<file path="src/rtl/pipe_pkg.sv">
// Shared definitions for the 16-bit pipeline memory-access stage.
// Holds the datapath/register-index widths, the memory FSM state encoding,
// the MEM/WB boundary record and the control value loaded for a bubble.
package pipe_pkg;

    localparam int DATA_W = 16;
    localparam int REG_W  = 3;

    typedef enum logic {
        IDLE = 1'b0,
        WAIT = 1'b1
    } mem_state_e;

    typedef struct packed {
        logic [DATA_W-1:0] read_data;
        logic [DATA_W-1:0] alu_res;
        logic [DATA_W-1:0] next_pc;
        logic [REG_W-1:0]  write_reg;
        logic              reg_write;
        logic              mem_to_reg;
    } mem_wb_t;

    // {reg_write, mem_to_reg} for a bubble: nothing is written back
    localparam logic [1:0] MEM_WB_BUBBLE_CTRL = 2'b00;

endpackage

</file>
<file path="src/rtl/mem_wb_reg.sv">
// MEM/WB pipeline register bank.
//   dff        : generic W-bit register, async active-high reset to 0
//   mem_wb_reg : one dff per MEM/WB field. When bubble=1 the data fields
//                hold and the control fields load MEM_WB_BUBBLE_CTRL;
//                otherwise every field loads d_in.
// Ports (mem_wb_reg): clk, rst, bubble, d_in (mem_wb_t), q_out (mem_wb_t)
import pipe_pkg::*;

module dff #(
    parameter int W = 1
) (
    input  logic         clk,
    input  logic         rst,
    input  logic [W-1:0] d,
    output logic [W-1:0] q
);
    always_ff @(posedge clk or posedge rst) begin
        if (rst) q <= '0;
        else     q <= d;
    end
endmodule

module mem_wb_reg (
    input  logic    clk,
    input  logic    rst,
    input  logic    bubble,
    input  mem_wb_t d_in,
    output mem_wb_t q_out
);
    mem_wb_t           d_sel;
    logic [DATA_W-1:0] read_data_q;
    logic [DATA_W-1:0] alu_res_q;
    logic [DATA_W-1:0] next_pc_q;
    logic [REG_W-1:0]  write_reg_q;
    logic              reg_write_q;
    logic              mem_to_reg_q;

    always_comb begin
        d_sel = d_in;
        if (bubble) begin
            d_sel            = q_out;
            d_sel.reg_write  = MEM_WB_BUBBLE_CTRL[1];
            d_sel.mem_to_reg = MEM_WB_BUBBLE_CTRL[0];
        end
    end

    dff #(.W(DATA_W)) u_read_data  (.clk(clk), .rst(rst), .d(d_sel.read_data),  .q(read_data_q));
    dff #(.W(DATA_W)) u_alu_res    (.clk(clk), .rst(rst), .d(d_sel.alu_res),    .q(alu_res_q));
    dff #(.W(DATA_W)) u_next_pc    (.clk(clk), .rst(rst), .d(d_sel.next_pc),    .q(next_pc_q));
    dff #(.W(REG_W))  u_write_reg  (.clk(clk), .rst(rst), .d(d_sel.write_reg),  .q(write_reg_q));
    dff #(.W(1))      u_reg_write  (.clk(clk), .rst(rst), .d(d_sel.reg_write),  .q(reg_write_q));
    dff #(.W(1))      u_mem_to_reg (.clk(clk), .rst(rst), .d(d_sel.mem_to_reg), .q(mem_to_reg_q));

    assign q_out = '{read_data:  read_data_q,
                     alu_res:    alu_res_q,
                     next_pc:    next_pc_q,
                     write_reg:  write_reg_q,
                     reg_write:  reg_write_q,
                     mem_to_reg: mem_to_reg_q};
endmodule

</file>
<file path="src/rtl/mem_access_stage.sv">
// Memory-access stage: drives a single-port data memory over a req/ack
// handshake with variable latency, stalls upstream while an access is
// outstanding, aborts after MAX_WAIT WAIT cycles without an ack, and
// registers results into the MEM/WB boundary.
// Optional macro MEM_ALIGN_CHK_EN: a memory op at an odd address issues no
// request and retires with memErr and regWriteOut=0.
// Ports:
//   clk, rst (async, active-high)
//   EX/MEM in : readData2, ALURes, nextPC, writeReg, regWrite, memToReg,
//               memRead, memWrite
//   memory    : memReq, memWe, memAddr, memWdata (out); memRdata, memAck (in)
//   pipeline  : stall, memErr
//   MEM/WB out: readDataOut, ALUResOut, nextPCOut, writeRegOut,
//               regWriteOut, memToRegOut
//
// state | meaning
// IDLE  | no access outstanding; a memory op issues its request here
// WAIT  | request outstanding, waiting for memAck or timeout
import pipe_pkg::*;

module mem_access_stage #(
    parameter int MAX_WAIT = 15
) (
    input  logic              clk,
    input  logic              rst,
    input  logic [DATA_W-1:0] readData2,
    input  logic [DATA_W-1:0] ALURes,
    input  logic [DATA_W-1:0] nextPC,
    input  logic [REG_W-1:0]  writeReg,
    input  logic              regWrite,
    input  logic              memToReg,
    input  logic              memRead,
    input  logic              memWrite,
    output logic              memReq,
    output logic              memWe,
    output logic [DATA_W-1:0] memAddr,
    output logic [DATA_W-1:0] memWdata,
    input  logic [DATA_W-1:0] memRdata,
    input  logic              memAck,
    output logic              stall,
    output logic              memErr,
    output logic [DATA_W-1:0] readDataOut,
    output logic [DATA_W-1:0] ALUResOut,
    output logic [DATA_W-1:0] nextPCOut,
    output logic [REG_W-1:0]  writeRegOut,
    output logic              regWriteOut,
    output logic              memToRegOut
);
    // counter value in the last WAIT cycle before the access is abandoned
    localparam logic [3:0] WAIT_LAST = 4'(MAX_WAIT - 1);

    mem_state_e state, state_next;
    logic [3:0] wait_cnt, wait_cnt_next;
    logic       mem_op, align_err, timeout, req;
    mem_wb_t    wb_in, wb_q;

    assign mem_op = memRead | memWrite;

`ifdef MEM_ALIGN_CHK_EN
    assign align_err = mem_op & ALURes[0];
`else
    assign align_err = 1'b0;
`endif

    always_ff @(posedge clk or posedge rst) begin
        if (rst) begin
            state    <= IDLE;
            wait_cnt <= '0;
            memErr   <= 1'b0;
        end else begin
            state    <= state_next;
            wait_cnt <= wait_cnt_next;
            memErr   <= timeout | align_err;
        end
    end

    always_comb begin
        state_next    = state;
        wait_cnt_next = '0;
        req           = 1'b0;
        timeout       = 1'b0;
        case (state)
            IDLE: begin
                if (mem_op && !align_err) begin
                    req = 1'b1;
                    if (!memAck) state_next = WAIT;
                end
            end
            WAIT: begin
                req = 1'b1;
                if (memAck) begin
                    state_next = IDLE;
                end else if (wait_cnt == WAIT_LAST) begin
                    timeout    = 1'b1;
                    state_next = IDLE;
                end else begin
                    wait_cnt_next = wait_cnt + 4'd1;
                end
            end
            default: state_next = IDLE;
        endcase
    end

    // reset must silence the memory interface immediately, even mid-access
    assign memReq   = req & ~rst;
    assign memWe    = memReq & memWrite;
    assign memAddr  = memReq ? ALURes    : '0;
    assign memWdata = memReq ? readData2 : '0;
    // an abort releases the pipeline in the same cycle it is detected
    assign stall    = memReq & ~memAck & ~timeout;

    always_comb begin
        wb_in            = '0;
        // write wins when both read and write are set, so no load data then
        wb_in.read_data  = (memReq && memAck && memRead && !memWrite) ? memRdata : '0;
        wb_in.alu_res    = ALURes;
        wb_in.next_pc    = nextPC;
        wb_in.write_reg  = writeReg;
        wb_in.reg_write  = regWrite & ~timeout & ~align_err;
        wb_in.mem_to_reg = memToReg & ~timeout & ~align_err;
    end

    mem_wb_reg u_mem_wb (
        .clk   (clk),
        .rst   (rst),
        .bubble(stall),
        .d_in  (wb_in),
        .q_out (wb_q)
    );

    assign readDataOut = wb_q.read_data;
    assign ALUResOut   = wb_q.alu_res;
    assign nextPCOut   = wb_q.next_pc;
    assign writeRegOut = wb_q.write_reg;
    assign regWriteOut = wb_q.reg_write;
    assign memToRegOut = wb_q.mem_to_reg;

endmodule

</file>
<file path="config.mk">
export PLATFORM = sky130hd
export DESIGN_NAME = mem_access_stage
export DESIGN_NICKNAME = d
export VERILOG_FILES = /design/src/rtl/pipe_pkg.sv /design/src/rtl/mem_wb_reg.sv /design/src/rtl/mem_access_stage.sv
export SDC_FILE = /design/constraint.sdc
export NUM_CORES = 1
export LEC_CHECK = 0
export CAP_MARGIN = 20
export CORE_MARGIN = 1.5
export CORE_UTILIZATION = 39
export DETAILED_ROUTE_END_ITERATION = 8
export PLACE_DENSITY_LB_ADDON = 0.2
export SLEW_MARGIN = 20
export SYNTH_ARGS = -nofsm -noshare
export SYNTH_HDL_FRONTEND = slang
export SYNTH_SLANG_ARGS = --single-unit
</file>
<file path="constraint.sdc">
create_clock -name clk -period 3.1 [get_ports clk]
set_clock_uncertainty 0.1 [all_clocks]
set_input_delay 0.31 -clock clk [delete_from_list [all_inputs] [get_ports clk]]
set_output_delay 0.31 -clock clk [all_outputs]
set_load 0.005 [all_outputs]
</file>
==> metrics <==
DRC=0; Worst Path Max Fanout=4; initial DRC count=67; Final Hold Vio Count=0; Post-CTS Setup Bufs=0; Routed Antenna Nets=0; asr flop ratio synth=100%; sequential area share after synthesis=between 50% and 60%; Cell Area, Synth=2460 µm²; largest net degree at the start of global routing=40; crit-path cells=inv_1, ha_1, and3_1, a2111oi_4, clkdlybuf4s50_1; Worst-path clk slew=0.06 ns; relative slew slack=56.0%; vias in the first global route=2032; synthesized instance count=178; ANT cells=0; Largest delay share family, worst path=buffers and inverters; pre-CTS setup slack=~0.53 ns; DRT Pass-1 Iters=4; Crit path arrival time=about 2.2 ns; layout cells sized above 1=15.4%; Die Wd=82.4 µm; initial antenna violation count=0; Final period util=84.8%; Post-synth EDFFs=0; VDD IR max=0.351 mV; required time of the critical path=2.69 ns; Main synth FF type=dfrtp_1; cell accounting for the most synthesized area=dfrtp_1; share of the synthesized area in the top cell type=about 60%; Clock Tree Buf Depth=2; Static Leak=about 1.8 nW; Critical Setup Path Class=register to primary output; multi-input logic area=908 µm²; status=finished clean; syn nets=254; GPL Wtd Cong=0.740; Post-Place Cells=around 400; Critical Path End Type=primary output; Finished Layout Cells=425; synthesized area per cell=13.8 µm²; # H-tree levels=3; synth cell count leaders=59 x dfrtp_1, 33 x mux2_2, 32 x and2_1; total of max-cap violations=0; final WL=6.47 mm; CORE AREA=between 5000 and 6000 µm²; FF+latch area=1480 µm²; Congestion Overflow GR=0; Initial Util=about two fifths; Final nets=422; Port Buf Inserts=162; routed wire length per instance=15.2 µm; # hold bufs at CTS=0; io pins=~160; Final min period=2.63 ns; Rows=28; CTS sink cnt=59; max-slew violations=0; DIE AREA=~6800 µm²; total power draw=1.81 mW; total global-route track usage=19.2%; worst skew pair latency=roughly 0.32 ns; Syn. warnings=0; root buf cell=clkbuf_8; power per cell area=419 nW/µm²; DIE HEIGHT=82.4 µm; HPWL after detailed placement=5.01 mm; Worst path slowest cell=clkdlybuf4s50_1; final worst slack=~0.47 ns; DR vias=2031; TritonCTS Buffers=9; PostCTS Resize Cnt=0; Synth cell types=24; Setup-failing EPs final=0; max frequency=380 MHz; RSZ-0062 raised after global routing=no; Total Negative Setup Slacks=0 ns; global-route wire length before repair=~9.5 mm; Vias/cell=4.78; Startpoint Class=register; Critical Path Max Stage Delay=0.60 ns; Hold Path Class=register to register; #FFs+latches synth=59; Filler cells=445; cell with the most instances after synthesis=dfrtp_1; worst slew pin tran=0.659 ns; dominant cells by area after synthesis=dfrtp_1 60%, mux2_2 15%, and2_1 8.1%, a22o_1 5.7%, buf_6 1.8%; CTS tree=done; area grow syn2layout=75.6%; WP buf/inv=2
[worst paths after layout]
| path | slack (ns) | to | cells past startpoint | start |
|---|---|---|---|---|
| hold reg to reg | 0.40 | wait_cnt[0]$_DFF_PP0_ | 1 | wait_cnt[0]$_DFF_PP0_ |
| min in group asynchronous | 0.50 | u_mem_wb.u_reg_write.q$_DFF_PP0_ | 2 | rst |
| setup / recovery | 0.47 | stall | 5 | wait_cnt[0]$_DFF_PP0_ |
| setup reg to reg | 0.70 | u_mem_wb.u_next_pc.q[14]$_DFFE_PP0P_ | 6 | wait_cnt[0]$_DFF_PP0_ |
| max in group asynchronous | 1.81 | u_mem_wb.u_read_data.q[13]$_DFFE_PP0P_ | 3 | rst |
| hold / removal | 0.40 | wait_cnt[0]$_DFF_PP0_ | 1 | wait_cnt[0]$_DFF_PP0_ |
[power by group]
part / switching [mW] / internal, mW / leakage (nW)
clock: 0.277 / 0.304 / 0.0860
combinational: 0.118 / 0.265 / 0.997
sequential: 0.0268 / 0.820 / 0.735
total: 0.422 / 1.39 / 1.82
[worst reg2reg max path: stages, from the launching register on]
cell	delay, ns
dfrtp_1	0.39
inv_1	0.06
ha_1	0.18
and3_1	0.22
a2111oi_4	0.43
buf_4	0.46
mux2_2	0.43
[area by class of cell]
cell class / instances / share of cell area (%)
Tap cell: 75 / 2.17
Timing Repair Buffer: 167 / 38.7
Sequential cell: 59 / 34.2
Inverter: 3 / 0.261
Multi-Input combinational cell: 106 / 21.0
Clock buffer: 12 / 3.36
Clock inverter: 3 / 0.347
[per-layer routing]
layer  global-route usage, %  part of all wire [%]
met5                       0                     0
met1                    18.5                    36
met2                    35.5                    53
met4                    9.83                   1.9
met3                    6.59                    10
[layout by cell type (no fill, tap or decap), drive strengths merged]
cell type | synthesis | routed
and3 | 3 | 3
xnor2 | 1 | 1
clkdlybuf4s50 | 0 | 162
or3 | 1 | 1
o31ai | 1 | 1
clkinv | 0 | 3
nor3 | 1 | 1
nand2 | 1 | 1
xor2 | 1 | 1
nor2 | 6 | 6
inv | 3 | 3
nor2b | 2 | 2
clkbuf | 4 | 12
a2111oi | 1 | 1
buf | 6 | 5
nand2b | 1 | 1
nor4bb | 1 | 1
nand3 | 1 | 1
a22o | 16 | 16
and2 | 32 | 32
mux2 | 35 | 35
dfrtp | 59 | 59
ha | 2 | 2
[state kept, by name (all words and copies together), names as in the netlist]
| signal | flops |
|---|---|
| memErr | 1 |
| u_mem_wb.u_alu_res.q | 16 |
| u_mem_wb.u_next_pc.q | 16 |
| wait_cnt | 4 |
| u_mem_wb.u_write_reg.q | 3 |
| u_mem_wb.u_read_data.q | 16 |
| u_mem_wb.u_mem_to_reg.q | 1 |
| state | 1 |
| u_mem_wb.u_reg_write.q | 1 |
[per-stage QoR]
step	hold slack [ns]	utilization, %	cell area [µm²]
detailed placement	0.384	69.5	4160
finish	0.396	72.1	4320
floorplan	0.307	-	2460
global placement	0.372	69.5	4160
CTS	0.395	72.1	4320
global route	0.412	72.1	4320
[logic make-up after synthesis]
family	count (synthesis)	share of synthesized area [%]
buffers and inverters	13	3.35
flip-flops	59	60.0
XOR/XNOR	2	0.712
multiplexers	35	16.0
adder cells (fa/ha/maj)	2	1.02
AND/OR/NAND/NOR	49	11.8
AO/OA/AOI/OAI	18	7.12
Power figures use the tool's default switching activity.
